### config.mk
export PLATFORM = sky130hd
export DESIGN_NAME = psum_accumulator
export DESIGN_NICKNAME = d
export VERILOG_FILES = /design/src/rtl/bitfusion_pkg.sv /design/src/rtl/sync_fifo.sv /design/src/rtl/psum_accumulator.sv
export SDC_FILE = /design/constraint.sdc
export NUM_CORES = 1
export LEC_CHECK = 0
export CAP_MARGIN = 20
export CORE_ASPECT_RATIO = 0.5
export CORE_MARGIN = 5
export CORE_UTILIZATION = 32
export CTS_BUF_LIST = sky130_fd_sc_hd__clkbuf_8 sky130_fd_sc_hd__clkbuf_16
export CTS_CLUSTER_DIAMETER = 120
export DETAILED_ROUTE_END_ITERATION = 10
export PLACE_DENSITY = 0.5
export RECOVER_POWER = 25
export SYNTH_ARGS = -nofsm -noshare
export SYNTH_HDL_FRONTEND = slang
export SYNTH_SLANG_ARGS = --single-unit
### constraint.sdc
create_clock -name clk -period 5.6 [get_ports clk]
set_clock_uncertainty 0.2 [all_clocks]
set_input_delay 0.56 -clock clk [delete_from_list [all_inputs] [get_ports clk]]
set_output_delay 0.56 -clock clk [all_outputs]
set_load 0.1 [all_outputs]
### src/rtl/bitfusion_pkg.sv
// Shared types and helpers for the bitfusion column-bottom datapath.
package bitfusion_pkg;

  localparam int unsigned PSUM_W_DEFAULT = 32;

  typedef enum logic [1:0] {IDLE, ACCUM, DRAIN} acc_state_t;

  // Signed add with one guard bit; clamps to the signed PSUM range on overflow.
  function automatic logic [PSUM_W_DEFAULT-1:0] sat_add(
    input  logic [PSUM_W_DEFAULT-1:0] a,
    input  logic [PSUM_W_DEFAULT-1:0] b,
    output logic                      sat_out
  );
    logic [PSUM_W_DEFAULT:0] s;
    s = {a[PSUM_W_DEFAULT-1], a} + {b[PSUM_W_DEFAULT-1], b};
    sat_out = s[PSUM_W_DEFAULT] ^ s[PSUM_W_DEFAULT-1];
    if (sat_out) begin
      sat_add = s[PSUM_W_DEFAULT] ? {1'b1, {(PSUM_W_DEFAULT-1){1'b0}}}
                                  : {1'b0, {(PSUM_W_DEFAULT-1){1'b1}}};
    end else begin
      sat_add = s[PSUM_W_DEFAULT-1:0];
    end
  endfunction

endpackage

### src/rtl/sync_fifo.sv
// Small synchronous FIFO with first-word-fall-through head and registered flags.
module sync_fifo #(
  parameter int unsigned WIDTH = 32,
  parameter int unsigned DEPTH = 4
) (
  input  logic             clk,
  input  logic             rst,
  input  logic             push,
  input  logic [WIDTH-1:0] push_data,
  input  logic             pop,
  output logic [WIDTH-1:0] pop_data,
  output logic             full,
  output logic             empty
);

  localparam int unsigned AW = (DEPTH > 1) ? $clog2(DEPTH) : 1;
  localparam int unsigned CW = AW + 1;

  logic [WIDTH-1:0] mem [DEPTH];
  logic [AW-1:0]    wr_ptr;
  logic [AW-1:0]    rd_ptr;
  logic [CW-1:0]    count;
  logic [CW-1:0]    count_next;
  logic             push_ok;
  logic             pop_ok;

  assign push_ok  = push && !full;
  assign pop_ok   = pop && !empty;
  assign pop_data = empty ? '0 : mem[rd_ptr];

  always_comb begin
    count_next = count;
    case ({push_ok, pop_ok})
      2'b10:   count_next = count + CW'(1);
      2'b01:   count_next = count - CW'(1);
      default: count_next = count;
    endcase
  end

  // Pointers wrap naturally because DEPTH is a power of two.
  always_ff @(posedge clk) begin
    if (rst) begin
      wr_ptr <= '0;
      rd_ptr <= '0;
      count  <= '0;
      full   <= 1'b0;
      empty  <= 1'b1;
    end else begin
      if (push_ok) begin
        mem[wr_ptr] <= push_data;
        wr_ptr      <= wr_ptr + AW'(1);
      end
      if (pop_ok) begin
        rd_ptr <= rd_ptr + AW'(1);
      end
      count <= count_next;
      full  <= (count_next == CW'(DEPTH));
      empty <= (count_next == CW'(0));
    end
  end

endmodule

### src/rtl/psum_accumulator.sv
// Column-bottom psum accumulator: sums beats per output, saturates, optional ReLU, FIFOs results.
module psum_accumulator
  import bitfusion_pkg::*;
#(
  parameter int unsigned PSUM_W     = PSUM_W_DEFAULT,
  parameter int unsigned FIFO_DEPTH = 4,
  parameter int unsigned CNT_W      = 16
) (
  input  logic              clk,
  input  logic              RST,
  input  logic              start,
  input  logic [CNT_W-1:0]  num_passes,
  input  logic [CNT_W-1:0]  num_outputs,
  input  logic              relu_en,
  input  logic [PSUM_W-1:0] psum_in,
  input  logic              psum_valid,
  output logic              in_ready,
  output logic [PSUM_W-1:0] out_data,
  output logic              out_valid,
  input  logic              out_ready,
  output logic              busy,
  output logic              done,
  output logic              sat_flag
);

  acc_state_t        state;
  logic [PSUM_W-1:0] acc;
  logic [CNT_W-1:0]  pass_cnt;
  logic [CNT_W-1:0]  out_cnt;
  logic [CNT_W-1:0]  passes_q;
  logic [CNT_W-1:0]  outputs_q;
  logic              relu_q;

  logic [PSUM_W-1:0] sum;
  logic              sum_sat;
  logic              last_pass;
  logic              beat;
  logic              push;
  logic [PSUM_W-1:0] push_data;
  logic              fifo_full;
  logic              fifo_empty;

  // Full flag is registered, so a beat is only accepted when a FIFO slot is guaranteed.
  always_comb begin
    sum_sat   = 1'b0;
    sum       = sat_add(acc, psum_in, sum_sat);
    last_pass = (pass_cnt == passes_q - CNT_W'(1));
    beat      = (state == ACCUM) && psum_valid && !fifo_full;
    push      = beat && last_pass;
    push_data = (relu_q && sum[PSUM_W-1]) ? '0 : sum;
  end

  assign in_ready  = (state == ACCUM) && !fifo_full;
  assign busy      = (state != IDLE);
  assign out_valid = !fifo_empty;

  always_ff @(posedge clk) begin
    if (RST) begin
      state     <= IDLE;
      acc       <= '0;
      pass_cnt  <= '0;
      out_cnt   <= '0;
      passes_q  <= '0;
      outputs_q <= '0;
      relu_q    <= 1'b0;
      done      <= 1'b0;
      sat_flag  <= 1'b0;
    end else begin
      done <= 1'b0;
      case (state)
        IDLE: begin
          if (start) begin
            passes_q  <= (num_passes == '0) ? CNT_W'(1) : num_passes;
            outputs_q <= num_outputs;
            relu_q    <= relu_en;
            acc       <= '0;
            pass_cnt  <= '0;
            out_cnt   <= '0;
            sat_flag  <= 1'b0;
            state     <= (num_outputs == '0) ? DRAIN : ACCUM;
          end
        end
        ACCUM: begin
          if (beat) begin
            if (sum_sat) sat_flag <= 1'b1;
            if (last_pass) begin
              acc      <= '0;
              pass_cnt <= '0;
              out_cnt  <= out_cnt + CNT_W'(1);
              if (out_cnt == outputs_q - CNT_W'(1)) state <= DRAIN;
            end else begin
              acc      <= sum;
              pass_cnt <= pass_cnt + CNT_W'(1);
            end
          end
        end
        DRAIN: begin
          if (fifo_empty) begin
            state <= IDLE;
            done  <= 1'b1;
          end
        end
        default: state <= IDLE;
      endcase
    end
  end

  sync_fifo #(
    .WIDTH (PSUM_W),
    .DEPTH (FIFO_DEPTH)
  ) u_fifo (
    .clk       (clk),
    .rst       (RST),
    .push      (push),
    .push_data (push_data),
    .pop       (out_ready),
    .pop_data  (out_data),
    .full      (fifo_full),
    .empty     (fifo_empty)
  );

endmodule

==> flow_metrics.py <==
metrics = {
    "timing": {
        "finalHoldViolCount": 0,
        "drv_slew": 40,
        "setup_viol": 0,
        "rsz0062_at_grt": "no",
        "worstMarginPinSlew_ps": 1830,
        "finalSetupTns_ps": 0,
        "max_slew_margin": -0.221,
        "fmax_ghz": 0.219,
        "post-route-period-util": 0.815,
        "post-route-min-period_ps": 4560,
        "hold_slack_ps": 254,
    },
    "synthesis": {
        "synth_edf_count": 128,
        "yosys.cell_count.top_type": "nand2_1",
        "synthCells": 1217,
        "netlist-cell-type-count": 77,
        "synth_top_area_share": 0.303,
        "synth_ff_type": "edfxtp_1",
        "synthTopCellsByArea": "edfxtp_1 (30%), dfxtp_1 (18%), mux4_2 (5.7%)",
        "ys_seq_area_frac": 0.479,
        "synth.net_count": 1330,
        "synthArstFlopShare": 0,
        "yosysTopAreaCell": "edfxtp_1",
        "synth.avg_cell_area_um2": 10.4,
        "synth-seq-cells": 240,
        "yosysWarnings": 0,
        "synth_common_cells": "nand2_1 (129), edfxtp_1 (128), dfxtp_1 (112), nor2_1 (91), a21oi_1 (71)",
        "synthesis.area_um2": 12700,
    },
    "hold_path": {
        "hold_end": "acc[22]",
        "hold_depth": 2,
        "hold_class": "flop to flop",
        "holdCritStartpoint": "acc[22]",
    },
    "cts": {
        "cts_tree": "yes",
        "clk_transition_reported_paths_ps": 60,
        "post_cts_buffers": 0,
        "htreeDepth": 1,
        "numCtsBuffers": 25,
        "clockBufferDepth": 3,
        "cts-root-buf": "clkbuf_16",
        "hold_buffers": 0,
        "cts.sinks": 240,
        "insertion_delay_ps": 530,
        "cts-resized-gates": 0,
    },
    "drt": {
        "routedWlPerCell_um": 18.8,
        "top_layer_used": "met4",
        "drc": 0,
        "routed_wl_um": 34800,
        "via_per_inst": 5.27,
        "drt_iter0_drc": 592,
        "dr.pass1.iters": 5,
        "vias": 9755,
        "dr_wl_met3_um": 1470,
        "met2_wirelength_um": 16800,
        "ant_nets": 0,
        "met1Wirelength_um": 15700,
    },
    "finish": {
        "nets": 1418,
        "drive_above_1_share": 0.0840,
        "multi_input_area_um2": 6220,
        "seq_area_um2": 6090,
        "antennaDiodeCount": 0,
        "n_fill_cell": 3810,
        "area_growth_pct": 19.5,
    },
    "power_and_ir_drop": {
        "p_leak_nw": 5.33,
        "ir_worst_vdd_v": 0.000194,
        "p_per_area_nw_per_um2": 288,
    },
    "worst_setup_path": {
        "cp_max_fo": 13,
        "rr_worst_depth": 10,
        "ff2ff_setup_slack_ps": 1320,
        "crit_required_ps": 5860,
        "worstSetupPathType": "input pin to flop",
        "endpoint_kind": "flop",
        "rr_startpoint": "acc[0]",
        "r2r-end": "acc[24]",
        "cp.arrival_ps": 4820,
        "critPathLaunchType": "input pin",
    },
    "floorplanning": {
        "ios": 107,
        "coreArea_um2": 39100,
        "num_rows": 51,
        "start_util": 0.325,
        "fp.dieH_um": 151,
        "die_area_um2": 44000,
        "dieWidth_um": 292,
    },
    "run": {
        "maxCapViolCount": 1,
    },
    "status": {
        "violations": "max-capacitance violations, max-slew violations",
        "status": "finished with violations",
    },
    "placement": {
        "gp_congestion": 0.883,
        "io_buffers": 106,
        "hpwl_um": 24700,
    },
    "global_routing": {
        "grt-ovfl-total": 0,
        "grt_use_total": 0.155,
        "grt_max_degree": 40,
        "antenna_found_initial": 0,
        "grt_pass1_wl_um": 54800,
        "grt_pass1_vias": 9807,
    },
}
worst max-delay path, stage by stage:
cell	delay [ps]
dlygate4sd3_1	560
ha_1	380
o211ai_1	130
o21ai_0	450
o211ai_1	270
a211oi_1	550
o211ai_1	260
or3_1	470
nor3_2	710
buf_4	340
a221o_1	130
layout by cell type (no fill, tap or decap), drive strengths merged, types with 6 or more instances in the layout:
cell           synthesis  layout
dfxtp                112     112
edfxtp               128     128
xor2                  25      25
a21o                  15      15
o31ai                  6       6
a21oi                 72      72
a31o                   7       7
nor3                  39      39
and2                  45      45
o21a                   9       9
nand4                 17      17
nor4                  19      19
nor2b                  7       7
xnor2                 59      59
nand2                129     129
o211ai                15      15
a211oi                10      10
clkdlybuf4s50          0      87
o21ai                 50      50
ha                    41      41
dlygate4sd3            0      18
and3                  15      15
o2bb2ai               11      11
or3                   12      12
nand3                 18      18
clkbuf                50      32
inv                   30      33
a221o                 22      22
mux2i                 11      11
nor2                  93      93
or4                    6       6
nand2b                 8       8
buf                   15      19
mux4                  32      32
a31oi                 13      13
a22o                   9       9
through the flow:
step                      worst slack [ps]  utilization  area [µm²]  std cells  total power, mW
after detailed placement               756        0.367       14300       1808             2.67
after floorplan                       1750            -       12700       1217             2.44
final                                 1040        0.388       15200       1851             4.37
after global routing                   665        0.388       15200       1851             4.57
after global placement                 814        0.366       14300       1807             2.66
after CTS                             1310        0.389       15200       1851             4.44
final cells by class:
type	instances	area share
sequential	240	0.401
clock inverter	13	0.0114
tap	530	0.0437
clock buffer	30	0.0458
inverter	30	0.00742
timing repair buffer	126	0.0805
multi-input combinational	882	0.410
cell families (layout without fill, tap and decap cells):
| logic type | count (synthesis) | count (layout) | share of synthesized area |
|---|---|---|---|
| compound gates | 278 | 278 | 0.153 |
| xor+xnor | 84 | 84 | 0.0579 |
| fa+ha+maj | 43 | 43 | 0.0436 |
| buf+inv | 95 | 199 | 0.0301 |
| flops | 240 | 240 | 0.479 |
| mux | 43 | 43 | 0.0654 |
| simple gates | 434 | 434 | 0.171 |
metal layers:
metal,vias to the layer above,GRT usage
met5,-,0
met4,0,0.0409
met3,54,0.0229
met2,181,0.268
met1,4781,0.206
li1,4739,-
worst max-delay path by stage:
stage,from,endpoint,slack [ps],cells after the start
floorplan,passes_q[3],u_fifo.mem[0][0],1750,10
global placement,psum_in[4],acc[8],810,11
detailed placement,psum_in[4],acc[3],760,11
CTS,psum_in[4],acc[3],1310,11
global route,psum_in[0],acc[24],670,11
finish,psum_in[4],acc[15],1040,11
state kept, by name, summed over array words and instances, names as in the netlist, named ones only:
signal	cells
pass_cnt	16
relu_q	1
outputs_q	16
passes_q	16
state	2
u_fifo.wr_ptr	2
sat_flag	1
u_fifo.empty	1
u_fifo.count	3
out_cnt	16
done	1
u_fifo.full	1
u_fifo.mem	128
u_fifo.rd_ptr	2
acc	32
power by group:
part / total, mW / internal [mW] / switching, mW
sequential: 1.97 / 1.93 / 0.0353
clock: 1.74 / 1.06 / 0.678
combinational: 0.661 / 0.243 / 0.418
No activity file was read; power rests on OpenSTA's default activity.
